==> src/rtl/mux_sel_sequencer.sv <==
// Round-robin select generator for the mux41 's' input. It holds each enabled channel for DWELL_CYCLES and skips masked channels.
// Latency: all outputs are registered and update on the edge that sees the triggering inputs.
// Backpressure: en=0 freezes dwell/blank counting. Optional macro MUX_SEL_BLANK_EN inserts a BLANK_CYCLES gap before each change.
module mux_sel_sequencer #(
  parameter int DWELL_CYCLES = 4,
  parameter int BLANK_CYCLES = 1
) (
  input  logic       clk,
  input  logic       rst,
  input  logic       en,
  input  logic [3:0] ch_mask,
  output logic [1:0] s,
  output logic       sel_valid,
  output logic       sel_chg,
  output logic       wrap
);

  localparam int MAX_CYC = (DWELL_CYCLES > BLANK_CYCLES) ? DWELL_CYCLES : BLANK_CYCLES;
  localparam int CW      = (MAX_CYC > 1) ? $clog2(MAX_CYC) : 1;
  localparam logic [CW-1:0] DWELL_LAST = CW'(DWELL_CYCLES - 1);
`ifdef MUX_SEL_BLANK_EN
  localparam logic [CW-1:0] BLANK_LAST = CW'(BLANK_CYCLES - 1);

  typedef enum logic [1:0] {ST_IDLE, ST_DWELL, ST_BLANK} state_t;
`else
  typedef enum logic [1:0] {ST_IDLE, ST_DWELL} state_t;
`endif

  state_t        state_q, state_d;
  logic [CW-1:0] cnt_q, cnt_d;
  logic [1:0]    s_q, s_d;
  logic          sel_valid_q, sel_valid_d;
  logic          sel_chg_q, sel_chg_d;
  logic          wrap_q, wrap_d;

  logic [1:0]    nxt;
  logic [1:0]    first;
  logic          cur_lost;
  logic          expire;

  // Search cur+1, cur+2, cur+3, cur (mod 4) and return the first enabled index.
  function automatic logic [1:0] next_ch(input logic [1:0] cur, input logic [3:0] mask);
    logic [1:0] res;
    logic [1:0] idx;
    res = cur;
    for (int k = 3; k >= 1; k--) begin
      idx = cur + 2'(k);
      if (mask[idx]) res = idx;
    end
    return res;
  endfunction

  // Lowest set bit index; zero when the mask is empty.
  function automatic logic [1:0] lowest_ch(input logic [3:0] mask);
    logic [1:0] res;
    res = 2'd0;
    for (int k = 3; k >= 0; k--) begin
      if (mask[k]) res = 2'(k);
    end
    return res;
  endfunction

  assign nxt      = next_ch(s_q, ch_mask);
  assign first    = lowest_ch(ch_mask);
  assign cur_lost = ~ch_mask[s_q];
  assign expire   = en && (cnt_q == DWELL_LAST);

  // Next-state and next-output decode; pulses default low each cycle.
  always_comb begin
    state_d     = state_q;
    cnt_d       = cnt_q;
    s_d         = s_q;
    sel_valid_d = sel_valid_q;
    sel_chg_d   = 1'b0;
    wrap_d      = 1'b0;
    case (state_q)
      ST_IDLE: begin
        sel_valid_d = 1'b0;
        if (en && (ch_mask != 4'd0)) begin
          s_d         = first;
          sel_valid_d = 1'b1;
          sel_chg_d   = 1'b1;
          cnt_d       = '0;
          state_d     = ST_DWELL;
        end
      end
      ST_DWELL: begin
        if (ch_mask == 4'd0) begin
          // An empty mask wins over any pending advance.
          state_d     = ST_IDLE;
          sel_valid_d = 1'b0;
          cnt_d       = '0;
        end else if (cur_lost || expire) begin
          // A lost channel and an expiring count collapse into one advance.
          cnt_d = '0;
          if (nxt == s_q) begin
            // Single enabled channel: re-dwell in place, still a scan boundary.
            wrap_d = 1'b1;
          end else begin
`ifdef MUX_SEL_BLANK_EN
            state_d     = ST_BLANK;
            sel_valid_d = 1'b0;
`else
            s_d       = nxt;
            sel_chg_d = 1'b1;
            wrap_d    = (nxt <= s_q);
`endif
          end
        end else if (en) begin
          cnt_d = cnt_q + 1'b1;
        end
      end
`ifdef MUX_SEL_BLANK_EN
      ST_BLANK: begin
        if (en) begin
          if (cnt_q == BLANK_LAST) begin
            cnt_d = '0;
            // The target is chosen here, against the mask as it is now.
            if (ch_mask == 4'd0) begin
              state_d = ST_IDLE;
            end else begin
              s_d         = nxt;
              sel_valid_d = 1'b1;
              sel_chg_d   = 1'b1;
              wrap_d      = (nxt <= s_q);
              state_d     = ST_DWELL;
            end
          end else begin
            cnt_d = cnt_q + 1'b1;
          end
        end
      end
`endif
      default: begin
        state_d     = ST_IDLE;
        sel_valid_d = 1'b0;
        cnt_d       = '0;
      end
    endcase
  end

  // State, counter and registered outputs with synchronous reset.
  always_ff @(posedge clk) begin
    if (rst) begin
      state_q     <= ST_IDLE;
      cnt_q       <= '0;
      s_q         <= 2'd0;
      sel_valid_q <= 1'b0;
      sel_chg_q   <= 1'b0;
      wrap_q      <= 1'b0;
    end else begin
      state_q     <= state_d;
      cnt_q       <= cnt_d;
      s_q         <= s_d;
      sel_valid_q <= sel_valid_d;
      sel_chg_q   <= sel_chg_d;
      wrap_q      <= wrap_d;
    end
  end

  assign s         = s_q;
  assign sel_valid = sel_valid_q;
  assign sel_chg   = sel_chg_q;
  assign wrap      = wrap_q;

endmodule
==> config.mk <==
export PLATFORM = sky130hd
export DESIGN_NAME = mux_sel_sequencer
export DESIGN_NICKNAME = d
export VERILOG_FILES = /design/src/rtl/mux_sel_sequencer.sv
export SDC_FILE = /design/constraint.sdc
export NUM_CORES = 1
export LEC_CHECK = 0
export ABC_AREA = 1
export CAP_MARGIN = 15
export CORE_AREA = 2 2 39 41
export DETAILED_ROUTE_END_ITERATION = 12
export DIE_AREA = 0 0 41 43
export DONT_BUFFER_PORTS = 1
export HOLD_SLACK_MARGIN = 0.05
export PLACE_DENSITY = 0.62
export RECOVER_POWER = 25
export SLEW_MARGIN = 40
export SYNTH_ARGS = -nofsm -noshare
export SYNTH_HDL_FRONTEND = slang
export SYNTH_SLANG_ARGS = --single-unit
==> constraint.sdc <==
create_clock -name clk -period 1.7 [get_ports clk]
set_input_delay 0.17 -clock clk [delete_from_list [all_inputs] [get_ports clk]]
set_output_delay 0.17 -clock clk [all_outputs]
set_load 0.05 [all_outputs]
* Word-level counts from Yosys, hierarchy flattened *
Index checks and enable logic that the tools add are counted.

word-level totals
  bits in registers = 9
  bits in latches = 0
  bits in writable memories = 0
  bits in read-only memories = 0
  memories = 0

operators by class
  add/sub/neg operators = 4
  multipliers = 0
  div/mod/pow operators = 0
  $lt $le $gt $ge = 5
  eq/ne operators = 9
  shift operators = 0
  muxes and demuxes = 36
  bitwise operators = 3
  reduce and logical (&&, ||, !) cells = 11

operator list
  cell                                                                    count
  2-bit two-way mux                                                       17
  2-bit by 3-bit < comparator with 1-bit output (second input constant)   4
  2-bit one-hot mux with 2 select lines                                   3
  1-bit two-way mux                                                       10
  2-bit != test (second input constant)                                   5
  1-bit binary-select mux with 2-bit select                               4
  5-bit AND reduction                                                     1
  2-bit by 1-bit adder with 2-bit output (second input constant)          2
  2-bit adder (second input constant)                                     2
  4-bit logical NOT                                                       1
  4-bit != test (second input constant)                                   1
  1-bit one-hot mux with 2 select lines                                   2
  2-bit AND reduction                                                     2
  4-bit nonzero test                                                      1
  4-bit OR reduction                                                      1
  1-bit inverter                                                          3
  2-bit by 1-bit equality test with 1-bit output (second input constant)  1
  2-bit equality test                                                     1
  2-bit equality test (second input constant)                             1
  2-bit <= comparator                                                     1
  1-bit logical AND                                                       2
  2-bit logical NOT                                                       1
  2-bit nonzero test                                                      1
  1-bit logical OR                                                        1

* Longest topological paths before layout *
  word-level depth = 11
  depth in mapped cells = 19
  mapped depth without buffers = 19

* Least setup slack after synthesis *
OpenSTA, ideal clock, no wires.

  path type = reg2reg
  start = register s_q[0], in the netlist s[0]
  end = register s_q[1], in the netlist s[1]
  arrival time = 2181 ps
  data required time = 1578 ps
  slack = -603 ps
  stages on the path, launching flop included = 19
  buffers on the path = 0
  path through = dfxtp_1 > inv_1 > nand2_1 > nand3_1 > nand2_1 > inv_1 > nand2_2 > nand3_2 > nand2_2 > inv_1 > ha_1 > nand2_1 > inv_1 > nor2_1 > nand2_1 > nand2_1 > inv_1 > nor2_1 > a21oi_2

between the ends
  cells in the longest elaborated chain, start to end = 10
  elaborated cells on any way between the ends = 24
  those cells by class = 3 x add/sub; 3 x eq/ne; 15 x mux; 1 x bitwise; 2 x reduce/logical

ends and longest elaborated chain
  element                                    RTL line  source
  start: declaration                         31        logic [1:0] s_q, s_d;
  start signal: assignment                   147       s_q <= 2'd0;
  start signal: assignment                   154       s_q <= s_d;
  2-bit adder                                47        idx = cur + 2'(k);
  1-bit binary-select mux with 2-bit select  48        if (mask[idx]) res = idx;
  1-bit two-way mux (not written as such)    48
  2-bit two-way mux (3 in a row)             48
  2-bit two-way mux                          96        if (nxt == s_q) begin
  2-bit two-way mux                          93        end else if (cur_lost || expire) begin
  2-bit two-way mux                          88        if (ch_mask == 4'd0) begin
  2-bit one-hot mux with 2 select lines      76        case (state_q)

Parallel ways exist; a longest one is shown, timed or not. The select of a mux whose other input is x is not followed.
A chain may end at the register's enable or synchronous reset.

* Final worst setup path *
  start = register s_q[0], in the netlist s[0]
  end = register s_q[0], in the netlist s[0]

The elaborated chain is that of the path after synthesis.

==> reports/metrics.csv <==
stage,metric,value,unit
global_routing,residual overflow from global routing,0,
detailed_routing,via count,719,
critical_path,Worst R2R End,s[0],
timing,FMAX,510,MHz
clock_tree,Skew-Pair Late Insertion Delay,0.26,ns
critical_path,critical path class,register to register,
floorplan,Die Wd,41,um
clock_tree,CTS H-Tree Depth,1,
clock_tree,clk slew on worst S/H paths,0.06,ns
floorplan,core area,1380,um2
clock_tree,CTS tree,done,
critical_path,Setup crit start kind,register,
global_routing,antenna violations before repair,0,
timing,RSZ-0062 raised after global routing,yes,
critical_path,worst reg-to-reg path cell count,19,
detailed_routing,Routed WL,1540,um
critical_path,r2r setup slk,-0.26,ns
critical_path,worst path required time,1.86,ns
global_routing,GRT met3 Usage,0.0314,
global_routing,met1 usage,0.257,
critical_path,CP max FO,6,
logic_synthesis,Synth Warn #,0,
hold_path,Hold Path Class,input pin to register,
place,hpwl dp,1190,um
global_routing,first-pass GRT wire length,2640,um
timing,Final setup viols,4,
detailed_routing,DRC,0,
critical_path,worst r2r src,s[0],
clock_tree,CTS Buffer Depth,2,
outcome,failing checks,negative setup slack,
timing,worst-margin pin slew,0.596,ns
detailed_routing,ANT nets after route,0,
logic_synthesis,"Cell Area, Synth",638,um2
cells_and_area,share of layout cells above drive strength 1,0.429,
cells_and_area,area added between synthesis and finish,38.6,%
cells_and_area,# diodes,0,
global_routing,gr busiest metal,met2,
cells_and_area,"most common cell after layout, fill and taps aside",nand2_1,
hold_path,depth of the worst hold-timing path,2,
timing,Layout Skew,0.00506,ns
cells_and_area,Final #Nets,137,
hold_path,Hold Crit Start,en,
place,pre-CTS WS,-0.392,ns
run,max cap viols,0,
floorplan,cell row count,14,
outcome,status,"complete, but fails checks",
logic_synthesis,Synth top area share,0.251,
floorplan,Initial Util,0.461,
detailed_routing,Via density,5.06,
hold_path,hold path endpoint,state_q[0],
pwr,maximum vdd drop,0.000548,V
clock_tree,cts bufs inserted,3,
floorplan,die area,1760,um2
logic_synthesis,Syn Inst Count,105,
place,Port Buffers,0,
detailed_routing,post-DR wirelength/cell,10.9,um
global_routing,number of global-route vias before repair,683,
critical_path,CP endpoint kind,register,
logic_synthesis,number of library cell types mapped by synthesis,16,
cells_and_area,fin util,0.639,
critical_path,crit path DAT,2.12,ns
timing,PnR worst setup slack,-0.261,ns
pwr,Power per Cell Area,1050,nW/um2
logic_synthesis,Seq cells post-synth,8,
logic_synthesis,synthesized net count,115,
logic_synthesis,sequential area share after synthesis,0.251,
timing,worst-case hold slack,0.104,ns
floorplan,I/O pins,12,
logic_synthesis,Mean Syn Cell Area,6.08,um2
global_routing,GR Util met2,0.353,
floorplan,Die Y,43,um
timing,part of the cycle the worst path needs,1.15,
detailed_routing,DR iter-0 viols,9,
timing,worst rel slew slack,0.604,
logic_synthesis,largest area contributor in the netlist,dfxtp_1,
clock_tree,Root Driver,clkbuf_4,
pwr,leakage power,0.449,nW
place,RD Place Congestion,0.763,
global_routing,largest net degree at the start of global routing,9,
timing,"Hold Violations, Final",0,
timing,"Slew Viols, Final",0,
clock_tree,Sink Count,8,
logic_synthesis,Synth area leaders,"dfxtp_1 25%, nand2_1 21%, inv_1 7.6%, nand3_1 6.3%, ha_1 5.9%",
cells_and_area,most frequent cells in the layout,"29 x nand2_1, 15 x buf_4, 12 x nand2_2",
timing,Tmin final,1.96,ns
detailed_routing,Detailed Routing Iterations Pass 1,4,
global_routing,global-route total usage across every layer,0.215,
[worst max path at each step]
stage,from,endpoint,cells after the start
2_1_floorplan,s[0],s[0],19
3_3_place_gp,s[0],s[0],19
3_5_place_dp,s[0],s[0],19
4_1_cts,s[0],s[1],19
5_1_grt,s[0],sel_chg,19
6_report,s[0],s[0],19
[metal layers]
| layer | vias to the layer above | share of wire |
|---|---|---|
| met1 | 323 | 0.44 |
| li1 | 373 | - |
| met2 | 18 | 0.50 |
| met4 | 0 | 0.019 |
| met5 | - | 0 |
| met3 | 5 | 0.036 |
[synthesized netlist by cell type]
| cell type | number |
|---|---|
| nand3_1 | 8 |
| buf_6 | 2 |
| nand2_1 | 36 |
| nand3_2 | 3 |
| o21ai_0 | 4 |
| a21oi_1 | 6 |
| a21oi_2 | 2 |
| o21ai_1 | 1 |
| ha_1 | 3 |
| nor3_1 | 2 |
| nand2_2 | 6 |
| inv_1 | 13 |
| dfxtp_1 | 8 |
| inv_2 | 3 |
| nor2_1 | 7 |
| nor4_1 | 1 |
[metrics by stage]
step | cell area [um2] | setup TNS [ns] | total power [mW] | instances
after global placement | 761 | -1.03 | 0.650 | 134
after global routing | 885 | -1.33 | 0.997 | 142
final | 885 | -0.792 | 0.926 | 142
after detailed placement | 761 | -1.20 | 0.655 | 134
after CTS | 873 | -0.737 | 0.915 | 141
after floorplan | 651 | -0.677 | 0.531 | 105
[where the power goes]
group | internal (mW) | switching (mW) | leakage [nW]
clock | 0.0902 | 0.0706 | 0.0150
sequential | 0.209 | 0.0456 | 0.0672
combinational | 0.236 | 0.275 | 0.367
[cells by family after synthesis]
| family | Yosys count | synth area share |
|---|---|---|
| simple gates | 63 | 0.447 |
| buf+inv | 18 | 0.129 |
| compound gates | 13 | 0.114 |
| flops | 8 | 0.251 |
| fa+ha+maj | 3 | 0.0588 |
[state kept, by name, summed over array words and instances (netlist names)]
signal	count
s	2
state_q	1
cnt_q	2
sel_valid	1
sel_chg	1
wrap	1
[area by class of cell]
| type | instances | area [um2] |
|---|---|---|
| Tap cell | 16 | 20.0 |
| Multi-Input combinational cell | 79 | 459 |
| Inverter | 16 | 62.6 |
| Clock buffer | 4 | 26.3 |
| Timing Repair Buffer | 19 | 149 |
| Sequential cell | 8 | 168 |
| Fill cell | 129 | 499 |
[worst max-delay path, cell delays in order, from the launching register on]
cell and delay [ns]:
dfxtp_4 0.40, buf_6 0.14, nand2_2 0.07, nand3_2 0.08
nand2_1 0.05, inv_1 0.06, nand2_2 0.05, nand2_1 0.06
nand2_1 0.06, nand2_2 0.08, inv_2 0.05, ha_4 0.22
nand2_2 0.06, inv_2 0.04, nor2_1 0.08, nand2_1 0.07
nand2_2 0.08, inv_2 0.06, nor2_2 0.09, a21oi_2 0.05
[timing repair]
action | in CTS | in global routing
hold buffers | 1 | 0
buffers inserted | 2 | 1
setup endpoints to repair | 4 | 4
gates resized for setup | 19 | 4
endpoints found under the hold margin | 4 | 0
pin swaps | 17 | 8
No activity file was read; power rests on OpenSTA's default activity.
